<file path="src/rtl/fetch_queue.sv">
// fetch_queue: in-order instruction queue between fetch and decode.
//
// Captures (pc, insn) pairs from fetch and presents them show-ahead to
// decode. Both sides use a valid/ready handshake. ready_o and valid_o are
// decoded purely from the registered occupancy count, so neither side sees
// a combinational path from the other side's handshake. A synchronous
// flush drops everything on a redirect.
//
// Ports:
//   clk      clock, rising edge
//   rst      asynchronous reset, active low
//   pc_i     PC offered by fetch
//   insn_i   instruction offered by fetch
//   valid_i  fetch offers pc_i/insn_i
//   ready_o  queue can accept an entry this cycle (not full)
//   pc_o     PC at queue head
//   insn_o   instruction at queue head
//   valid_o  head entry is valid (not empty)
//   ready_i  decode consumes the head
//   flush_i  discard all entries at the next edge
//   count_o  number of valid entries (0..DEPTH)
//
// DEPTH must be a power of two and >= 2: pointers wrap by natural overflow.

// One storage slot. Cleared on reset so the head reads zero out of reset.
module fq_entry #(
  parameter int W = 64
) (
  input  logic         clk,
  input  logic         rst,
  input  logic         we,
  input  logic [W-1:0] d,
  output logic [W-1:0] q
);

  always_ff @(posedge clk or negedge rst) begin
    if (!rst)    q <= '0;
    else if (we) q <= d;
  end

endmodule

module fetch_queue #(
  parameter int AWIDTH = 32,
  parameter int DWIDTH = 32,
  parameter int DEPTH  = 4
) (
  input  logic                     clk,
  input  logic                     rst,
  input  logic [AWIDTH-1:0]        pc_i,
  input  logic [DWIDTH-1:0]        insn_i,
  input  logic                     valid_i,
  output logic                     ready_o,
  output logic [AWIDTH-1:0]        pc_o,
  output logic [DWIDTH-1:0]        insn_o,
  output logic                     valid_o,
  input  logic                     ready_i,
  input  logic                     flush_i,
  output logic [$clog2(DEPTH):0]   count_o
);

  localparam int PW = $clog2(DEPTH);
  localparam int CW = PW + 1;
  localparam int EW = AWIDTH + DWIDTH;

  typedef struct packed {
    logic [AWIDTH-1:0] pc;
    logic [DWIDTH-1:0] insn;
  } entry_t;

  // Occupancy view of count; purely a decode, no extra state.
  typedef enum logic [1:0] {
    OCC_EMPTY,
    OCC_PARTIAL,
    OCC_FULL
  } occ_t;

  logic [PW-1:0]              wr_ptr, rd_ptr;
  logic [CW-1:0]              count;
  occ_t                       occ;
  logic                       enq, deq;
  logic [DEPTH-1:0]           we;
  logic [DEPTH-1:0][EW-1:0]   mem_q;
  entry_t                     wr_ent, head;

  always_comb begin
    occ = OCC_PARTIAL;
    if (count == '0)              occ = OCC_EMPTY;
    else if (count == CW'(DEPTH)) occ = OCC_FULL;
  end

  assign ready_o = (occ != OCC_FULL);
  assign valid_o = (occ != OCC_EMPTY);
  assign count_o = count;

  // A flushed cycle never writes, so a dropped enqueue cannot resurface.
  // A same-cycle dequeue is still taken by decode; the flush simply
  // overrides its pointer/count effect.
  assign enq = valid_i & ready_o & ~flush_i;
  assign deq = valid_o & ready_i;

  always_ff @(posedge clk or negedge rst) begin
    if (!rst) begin
      wr_ptr <= '0;
      rd_ptr <= '0;
      count  <= '0;
    end else if (flush_i) begin
      wr_ptr <= '0;
      rd_ptr <= '0;
      count  <= '0;
    end else begin
      if (enq) wr_ptr <= wr_ptr + PW'(1);
      if (deq) rd_ptr <= rd_ptr + PW'(1);
      case ({enq, deq})
        2'b10:   count <= count + CW'(1);
        2'b01:   count <= count - CW'(1);
        default: count <= count;
      endcase
    end
  end

  assign wr_ent.pc   = pc_i;
  assign wr_ent.insn = insn_i;

  generate
    for (genvar i = 0; i < DEPTH; i++) begin : g_entry
      assign we[i] = enq && (wr_ptr == PW'(i));
      fq_entry #(.W(EW)) u_entry (
        .clk (clk),
        .rst (rst),
        .we  (we[i]),
        .d   (wr_ent),
        .q   (mem_q[i])
      );
    end
  endgenerate

  // Show-ahead read; no write bypass, so new data appears one edge later.
  assign head   = entry_t'(mem_q[rd_ptr]);
  assign pc_o   = head.pc;
  assign insn_o = head.insn;

endmodule

</file>
<file path="config.mk">
export PLATFORM = sky130hd
export DESIGN_NAME = fetch_queue
export DESIGN_NICKNAME = d
export VERILOG_FILES = /design/src/rtl/fetch_queue.sv
export SDC_FILE = /design/constraint.sdc
export NUM_CORES = 1
export LEC_CHECK = 0
export CELL_PAD_IN_SITES_DETAIL_PLACEMENT = 0
export CELL_PAD_IN_SITES_GLOBAL_PLACEMENT = 1
export CORE_MARGIN = 1
export CORE_UTILIZATION = 30
export DETAILED_ROUTE_END_ITERATION = 12
export PLACE_DENSITY_LB_ADDON = 0.12
export SETUP_SLACK_MARGIN = 0.02
export SKIP_LAST_GASP = 1
export SLEW_MARGIN = 20
export SYNTH_ARGS = -nofsm -noshare
export SYNTH_HDL_FRONTEND = slang
export SYNTH_HIERARCHICAL = 1
export SYNTH_SLANG_ARGS = --single-unit
export TNS_END_PERCENT = 1
</file>
<file path="constraint.sdc">
create_clock -name clk -period 2.9 [get_ports clk]
set_input_delay 0.58 -clock clk [delete_from_list [all_inputs] [get_ports clk]]
set_output_delay 0.58 -clock clk [all_outputs]
set_load 0.005 [all_outputs]
</file>
==> run summary <==
Synth Cell Area: 12,800 sq um
Detailed Routing Iterations Pass 1: 4
initial antenna violation count: 1
total number of vias: 6,562
cts bufs inserted: 31
dpl hpwl: 19,400 microns
skew final: 7.82 ps
CTS tree: yes
crit path kind: reg2out
DIE AREA: 43,500 sq um
htree depth: 1
reg2reg start: count_o[2]
Critical Path End Type: output pin
synth warn: 6
mean post-synth cell area: 18.8 sq um
met3 routed wirelength: 1250 microns
Rows: 75
Pins Over Slew Limit: 0
final setup margin: -97.0 ps
met2 WL: 14,300 microns
Top Ports: 138
post-place setup slack: 286 ps
vias in the first global route: 7,763
Final Cell Area: 15,900 sq um
Antenna Cells: 0
area delta synth->final: 24.3%
grt ovf: 0
worst slew pin tran: 626 ps
area of the multi-input gates: 5570 sq um
Hold WC Path Type: in2async
register area share after synthesis: 0.514
worst-path fanout max: 13
GR Util All Layers: 0.144
Syn Nets: 754
Synth async-reset ratio: 1.00
setup_tns: -2570 ps
Overall Power: 15.2 mW
Final nets: 915
share of the synthesized area in the top cell type: 0.514
largest area contributor in the netlist: dfrtp_1
Max Cap Violations: 0
# DRC: 0
number of synthesized register bits: 263
Hold Violations, Final: 0
commonest non-fill, non-tap cells in the layout: dfrtp_1 (261), mux2_4 (240), clkdlybuf4s50_1 (126), mux4_2 (64), clkbuf_16 (31)
PortBufs: 137
failing checks: negative setup slack
period utilization: 1.03
DP Area: 14,700 sq um
R2R cell count: 5
Die Y: 209 microns
Final setup viols: 49
Max Freq: 334 MHz
post-synth cell types: 37
Clock Path Buffers: 3
routability cong.: 0.722
RR Endpoint: g_entry[2].u_entry/q[56]
Power Density: 958 nW/um^2
CP startpoint kind: register
uppermost layer routed: met5
EDFF count, synth: 0
global-route wire length before repair: 48,500 microns
root buffer cell: clkbuf_16
1st-iter DRT viols: 217
source-to-sink clock delay at the later pin of the worst-skew pair: 550 ps
RSZ-0062 raised after global routing: true
LEAKAGE: 6.86 nW
area of the core: 42,000 sq um
R2R Setup Slk: 790 ps
fraction of layout cells with a size suffix above 1: 0.484
CTS Sinks: 263
commonest non-fill, non-tap cell in the layout: dfrtp_1
ys flop type: dfrtp_1
DR WL/cell: 21.9 microns
Period minus WS final: 3000 ps
DRT antenna net count: 0
status: finished with violations
register area: 6590 sq um
Clk pin slew, worst setup/hold paths: 60 ps
met1 WL: 14,700 microns
initial core utilization: 0.305
Die Span X: 209 microns
WP data arrival: 2420 ps
Slew HR: 0.583
required time worst endpoint: 2320 ps
final WL: 30,600 microns
largest cells by area after synthesis: dfrtp_1 (51%), mux2_4 (28%), mux4_2 (11%)
Avg Vias per Cell: 4.68
VDD IR-drop max: 0.000384 V
fillers: 3,878
Mapped Cells: 680
largest net degree at the start of global routing: 74
==> layer usage <==
metal  vias to the layer above  track usage
met1                      3544        0.206
met2                       137        0.228
met3                        34       0.0258
met5                         -            0
met4                         2       0.0330
li1                       2845            -
==> worst max-delay path by stage <==
stage | slack [ps] | endpoint | depth (start not counted) | from
CTS | -150 | insn_o[17] | 4 | rd_ptr[0]
detailed placement | 290 | g_entry[2].u_entry/q[54] | 5 | valid_i
finish | -100 | insn_o[1] | 4 | rd_ptr[0]
global placement | 350 | g_entry[2].u_entry/q[57] | 5 | valid_i
global route | -180 | pc_o[14] | 4 | rd_ptr[0]
floorplan | 920 | g_entry[1].u_entry/q[10] | 6 | count_o[0]
==> stage by stage <==
stage	hold slack (ps)	instances	util
finish	22.0	1402	0.378
global route	51.0	1402	0.378
CTS	19.6	1402	0.378
detailed placement	489	1342	0.350
global placement	484	1342	0.350
floorplan	284	680	-
==> cells by family after synthesis <==
group	synth area share
mux	0.408
flops	0.514
buf+inv	0.0515
simple gates	0.0118
compound gates	0.00723
fa+ha+maj	0.00547
xor+xnor	0.00205
==> critical path, cell delays in order, from the launching register on <==
cell             delay (ps)
dfrtp_4                 510
buf_12                  140
buf_16                  170
mux4_2                  560
clkdlybuf4s50_1         480
==> report_power, final <==
part / switching [mW] / total (mW) / internal, mW
sequential: 0.856 / 5.98 / 5.12
combinational: 1.51 / 5.23 / 3.72
clock: 1.51 / 4.04 / 2.52
total: 3.87 / 15.2 / 11.4
==> sequential cells by signal, indices dropped and copies added (netlist names) <==
| register | count |
|---|---|
| wr_ptr | 2 |
| count_o | 3 |
| g_entry.u_entry/q | 256 |
| rd_ptr | 2 |
==> final cells by class <==
cell class / count / area share
Clock buffer: 44 / 0.0575
Clock inverter: 11 / 0.00975
Inverter: 4 / 0.000944
Multi-Input combinational cell: 368 / 0.350
Sequential cell: 263 / 0.414
Tap cell: 539 / 0.0424
Timing Repair Buffer: 173 / 0.125
==> synth_stat cells, drive strengths merged, types with 2 or more instances <==
| master | number |
|---|---|
| inv | 4 |
| xor2 | 2 |
| and2 | 4 |
| mux4 | 64 |
| nor2 | 4 |
| nand2 | 6 |
| a31oi | 2 |
| a21oi | 2 |
| nand2b | 3 |
| o21ai | 3 |
| buf | 44 |
| dfrtp | 263 |
| or3 | 2 |
| nand3 | 2 |
| a211oi | 2 |
| mux2 | 256 |
| ha | 4 |
==> repair_timing <==
| action | CTS | global route |
|---|---|---|
| cloned | 2 | 0 |
| endpoints found under the setup margin | 62 | 64 |
| resized for setup | 11 | 1 |
| buffers inserted | 3 | 0 |
| hold buffers | 0 | 0 |
Note: power is estimated with default switching activity, not from simulation.
